## src/rtl/hvac_zone_ctrl.sv

```systemverilog
// hvac_zone_ctrl -- single-zone heat/cool controller with hysteresis and
// a minimum dwell time in every state.
//
// State | Meaning
// ------+----------------------------------------------------------
// IDLE  | neither heater nor cooler on; waits for a threshold crossing
// HEAT  | heater on until temperature climbs back to COMFORT
// COOL  | cooler on until temperature falls back to COMFORT
// FAULT | run-time limit hit; held until mode OFF or reset
//
// Ports
//   clk          sole clock, rising edge
//   rst_n        asynchronous active-low reset
//   mode         00 OFF, 01 AUTO, 10 HEAT_ONLY, 11 COOL_ONLY
//   temperature  unsigned measured temperature, WIDTH bits
//   heating      heater on   (state == HEAT)
//   cooling      cooler on   (state == COOL)
//   state        00 IDLE, 01 HEAT, 10 COOL, 11 FAULT
//   fault        run-time fault flag (state == FAULT)
//
// Build option
//   FAULT_DETECT_EN  when defined, a run-time counter moves HEAT/COOL into
//                    FAULT after MAX_RUN cycles without an exit. When not
//                    defined, there is no run counter and fault is tied to 0.
module hvac_zone_ctrl #(
  parameter int WIDTH       = 5,
  parameter int LOW_THRESH  = 18,
  parameter int COMFORT     = 20,
  parameter int HIGH_THRESH = 22,
  parameter int MIN_DWELL   = 2,
  parameter int MAX_RUN     = 16
) (
  input  logic             clk,
  input  logic             rst_n,
  input  logic [1:0]       mode,
  input  logic [WIDTH-1:0] temperature,
  output logic             heating,
  output logic             cooling,
  output logic [1:0]       state,
  output logic             fault
);

  localparam logic [1:0] MODE_OFF  = 2'b00;
  localparam logic [1:0] MODE_AUTO = 2'b01;
  localparam logic [1:0] MODE_HEAT = 2'b10;
  localparam logic [1:0] MODE_COOL = 2'b11;

  localparam int DW = (MIN_DWELL < 1) ? 1 : $clog2(MIN_DWELL + 1);
  localparam logic [DW-1:0]    DWELL_MAX = DW'(MIN_DWELL);
  localparam logic [WIDTH-1:0] LOW_T     = WIDTH'(LOW_THRESH);
  localparam logic [WIDTH-1:0] COMFORT_T = WIDTH'(COMFORT);
  localparam logic [WIDTH-1:0] HIGH_T    = WIDTH'(HIGH_THRESH);

  // Threshold ordering and run limit are configuration errors, caught at elaboration.
  if (!(LOW_THRESH < COMFORT && COMFORT < HIGH_THRESH)) begin : g_bad_thresh
    $error("hvac_zone_ctrl: thresholds must satisfy LOW_THRESH < COMFORT < HIGH_THRESH");
  end
  if (MAX_RUN < 2) begin : g_bad_run
    $error("hvac_zone_ctrl: MAX_RUN must be at least 2");
  end

  typedef enum logic [1:0] {
    ST_IDLE  = 2'b00,
    ST_HEAT  = 2'b01,
    ST_COOL  = 2'b10,
    ST_FAULT = 2'b11
  } state_t;

  state_t          state_q, state_d;
  logic [DW-1:0]   dwell_q, dwell_d;
  logic            dwell_ok;
  logic            forced_idle;

`ifdef FAULT_DETECT_EN
  localparam int RW = (MAX_RUN < 2) ? 1 : $clog2(MAX_RUN);
  localparam logic [RW-1:0] RUN_LAST = RW'(MAX_RUN - 1);
  logic [RW-1:0]   run_q, run_d;
`endif

  always_comb begin
    state_d  = state_q;
    dwell_ok = (dwell_q == DWELL_MAX);
    // Mode-driven exits bypass dwell and take priority over everything else.
    forced_idle = (mode == MODE_OFF) ||
                  (state_q == ST_COOL && mode == MODE_HEAT) ||
                  (state_q == ST_HEAT && mode == MODE_COOL);

    if (forced_idle) begin
      state_d = ST_IDLE;
    end else begin
      case (state_q)
        ST_IDLE: begin
          if (dwell_ok && (mode == MODE_AUTO || mode == MODE_HEAT) && temperature <= LOW_T)
            state_d = ST_HEAT;
          else if (dwell_ok && (mode == MODE_AUTO || mode == MODE_COOL) && temperature >= HIGH_T)
            state_d = ST_COOL;
        end
        ST_HEAT: begin
          if (dwell_ok && temperature >= COMFORT_T)
            state_d = ST_IDLE;
`ifdef FAULT_DETECT_EN
          else if (run_q == RUN_LAST)
            state_d = ST_FAULT;
`endif
        end
        ST_COOL: begin
          if (dwell_ok && temperature <= COMFORT_T)
            state_d = ST_IDLE;
`ifdef FAULT_DETECT_EN
          else if (run_q == RUN_LAST)
            state_d = ST_FAULT;
`endif
        end
        default: state_d = state_q;
      endcase
    end

    // Dwell restarts on any state change and saturates once the hold is met.
    if (state_d != state_q)
      dwell_d = '0;
    else if (dwell_q != DWELL_MAX)
      dwell_d = dwell_q + 1'b1;
    else
      dwell_d = dwell_q;

`ifdef FAULT_DETECT_EN
    if (state_d != state_q)
      run_d = '0;
    else if (state_q == ST_HEAT || state_q == ST_COOL)
      run_d = run_q + 1'b1;
    else
      run_d = run_q;
`endif
  end

  // Dwell resets saturated so the first decision after reset is immediate.
  always_ff @(posedge clk or negedge rst_n) begin
    if (!rst_n) begin
      state_q <= ST_IDLE;
      dwell_q <= DWELL_MAX;
`ifdef FAULT_DETECT_EN
      run_q   <= '0;
`endif
    end else begin
      state_q <= state_d;
      dwell_q <= dwell_d;
`ifdef FAULT_DETECT_EN
      run_q   <= run_d;
`endif
    end
  end

  assign state   = state_q;
  assign heating = (state_q == ST_HEAT);
  assign cooling = (state_q == ST_COOL);
`ifdef FAULT_DETECT_EN
  assign fault   = (state_q == ST_FAULT);
`else
  assign fault   = 1'b0;
`endif

endmodule

```

## config.mk

```make
export PLATFORM = sky130hd
export DESIGN_NAME = hvac_zone_ctrl
export DESIGN_NICKNAME = d
export VERILOG_FILES = /design/src/rtl/hvac_zone_ctrl.sv
export SDC_FILE = /design/constraint.sdc
export NUM_CORES = 1
export LEC_CHECK = 0
export ABC_AREA = 1
export CAP_MARGIN = 20
export CORE_AREA = 5 5 42 44
export DETAILED_ROUTE_END_ITERATION = 12
export DIE_AREA = 0 0 47 49
export GPL_TIMING_DRIVEN = 1
export HOLD_SLACK_MARGIN = 0.08
export SLEW_MARGIN = 20
export SYNTH_ARGS = -nofsm -noshare
export SYNTH_HDL_FRONTEND = slang
export SYNTH_SLANG_ARGS = --single-unit
```

## constraint.sdc

```tcl
create_clock -name clk -period 1.4 [get_ports clk]
set_input_delay 0.14 -clock clk [delete_from_list [all_inputs] [get_ports clk]]
set_output_delay 0.14 -clock clk [all_outputs]
set_load 0.01 [all_outputs]
```

==> results_dict.tcl <==
set metrics [dict create \
    status "completed" \
    cp_max_fo 3 \
    yosys-top-cells-area "dfrtp_1 17%, ha_1 14%, nand2_1 11%" \
    ioPinCount 14 \
    clock_path_buffers 2 \
    ys_async_sr_fraction_pct 100 \
    first_global_vias 471 \
    cts-root-buf "clkbuf_4" \
    required_ns 1.52 \
    drt_pass1_iterations 2 \
    rsz0062_at_grt "yes" \
    hold_viol_final 0 \
    synthesis.nets 82 \
    portBuffers 12 \
    report.power.total_uw 1070 \
    clk_latency_ns 0.24 \
    drive_above_1_share_pct 34.4 \
    post-route-min-period_ns 1.39 \
    chipWidth_um 47 \
    gp_congestion 0.826 \
    yosysSeqAreaShare_pct 22.6 \
    syn_area_um2 449 \
    cap_violations 0 \
    die_h_um 49 \
    cts.reportedPaths.clkPinSlew_ns 0.04 \
    synth-warning-count 0 \
    max_freq_mhz 717 \
    vias 469 \
    hpwl_um 874 \
    reg2reg_depth 9 \
    final_cell_area_um2 702 \
    diodes 0 \
    cp-start-kind "flip-flop" \
    cts.sink_count 4 \
    dp_slack_ns -0.227 \
    tritoncts "done" \
    wire_per_inst_um 9.92 \
    final_cells 106 \
    drv_slew 0 \
    fillCellCount 166 \
    htreeDepth 1 \
    fin_crit_sh_pct 99.6 \
    grt_max_degree 7 \
    place_area_um2 634 \
    cts_buffers 3 \
    hold_path_class "in2async" \
    ys_types 21 \
    synth_top_area_share_pct 16.7 \
    cp.arrival_ns 1.52 \
    placementRows 14 \
    synthTopCellsByCount "13 x nand2_1, 10 x inv_1, 7 x nor2_1" \
    numPlacedInstances 101 \
    synth_top_area_cell "dfrtp_1" \
    synth_cells 68 \
    peakVddDrop_mv 1.08 \
    drc 0 \
    path_class "reg2reg" \
    grt_pass1_wl_mm 1.93 \
    antenna_found_initial 0 \
    r2r_start "dwell_q[1]" \
    core_area_mm2 0.00140 \
    post_synth.cell_area_avg_um2 6.61 \
    worstReg2RegEnd "dwell_q[0]" \
    avgViaCountPerCell 4.42 \
    clock-skew-final_ns 0.00209 \
    first_iter_violations 3 \
    initial_core_util_pct 32.1 \
    worstSetupEndpointType "flip-flop" \
    setup_ws_ns 0.00626 \
    nets 105 \
    ant_nets 0 \
    setup_viol 0 \
    routed_wl_mm 1.05 \
    synthToLayoutAreaGrowth_pct 56.3 \
    ys.flop_type "dfrtp_1" \
    hold_ws_ns 0.102 \
    grt_use_total_pct 11.6 \
    p_leak_uw 0.000362 \
    p_per_area_mw_per_mm2 1530 \
    synth_seq_cells 4 \
    reg2reg_slack_ns 0.006 \
    grt.overflow.total 0 \
    dieArea_mm2 0.00230 \
    yosysMostFrequentCell "nand2_1" \
    synth_edf_count 0 \
]
-- worst max-delay path: stages (launching register included) --
cell and delay [ns]:
dfstp_2 0.54, ha_4 0.13, inv_2 0.04, buf_4 0.13, nor3_1 0.12, nand2_1 0.07
nand2_1 0.05, nand2_1 0.06, nand2_2 0.08, nor3_2 0.05
-- registers in the layout, indices dropped and copies added (netlist names) --
register	count
dwell_q	2
state	2
-- worst max-delay path by stage --
stage | endpoint | from | cells past startpoint | slack, ns
after floorplan | dwell_q[1] | dwell_q[1] | 9 | 0.02
after global placement | dwell_q[1] | mode[0] | 8 | -0.18
after detailed placement | dwell_q[1] | mode[0] | 8 | -0.23
after CTS | dwell_q[1] | dwell_q[1] | 9 | -0.03
after global routing | dwell_q[0] | dwell_q[1] | 9 | -0.07
final | dwell_q[0] | dwell_q[1] | 9 | 0.006
-- layout by cell type, fill, tap and decap left out, types with 2 or more instances in the layout --
| cell | Yosys | routed |
|---|---|---|
| nand2_1 | 13 | 11 |
| inv_1 | 10 | 10 |
| clkdlybuf4s50_1 | 0 | 10 |
| buf_4 | 1 | 7 |
| nor2_1 | 7 | 5 |
| inv_2 | 4 | 4 |
| nor2_2 | 3 | 4 |
| ha_1 | 5 | 4 |
| nand3_1 | 4 | 3 |
| nand3_2 | 2 | 3 |
| a21oi_1 | 3 | 3 |
| clkbuf_4 | 0 | 3 |
| nor2_4 | 1 | 2 |
| nor3_1 | 4 | 2 |
| nand2_2 | 0 | 2 |
| nor3_2 | 0 | 2 |
| dfrtp_1 | 3 | 2 |
| dlygate4sd2_1 | 0 | 2 |
-- cell families after synthesis --
| kind of cell | after synthesis | share of synthesized area [%] |
|---|---|---|
| AOI/OAI and AO/OA | 7 | 9.19 |
| xor gates and xnor gates | 1 | 1.95 |
| adders and majority gates | 5 | 13.9 |
| buffers and inverters | 15 | 13.4 |
| DFF | 4 | 22.6 |
| other | 1 | 0.835 |
| and+or+nand+nor | 35 | 38.2 |
-- power by group --
group / total (µW) / switching [µW] / internal [µW]
logic: 687 / 345 / 342
clock network: 161 / 53.7 / 107
registers: 225 / 41.4 / 184
total: 1070 / 440 / 633
-- routing by layer --
metal  vias to the layer above  GRT usage (%)  wire length (µm)
li1                        257              -                 -
met1                       201           13.5               459
met2                         8           17.4               524
met3                         3           5.54                59
met4                         0           5.53                 8
met5                         -              0                 0
-- cell type report --
| cell class | instances | area (µm²) | share of cell area [%] |
|---|---|---|---|
| multi-input cells | 49 | 330 | 47.1 |
| repair buffers | 19 | 170 | 24.2 |
| flip-flops and latches | 4 | 103 | 14.6 |
| inverters | 14 | 52.6 | 7.49 |
| clock buffers | 4 | 26.3 | 3.74 |
| well taps | 16 | 20.0 | 2.85 |
-- what timing repair did --
item                       4_1_cts  5_1_grt
gates resized for setup         10        1
setup endpoints to repair        6        4
pin swaps                        5        1
setup buffers                    1        0
hold buffers                     0        0
-- stage by stage --
step,utilization [%],TNS (ns)
after floorplan,-,0
after global placement,45.3,-0.495
after detailed placement,45.3,-0.648
after CTS,49.9,-0.0499
after global routing,50.1,-0.236
final,50.1,0
Power figures use the tool's default switching activity.
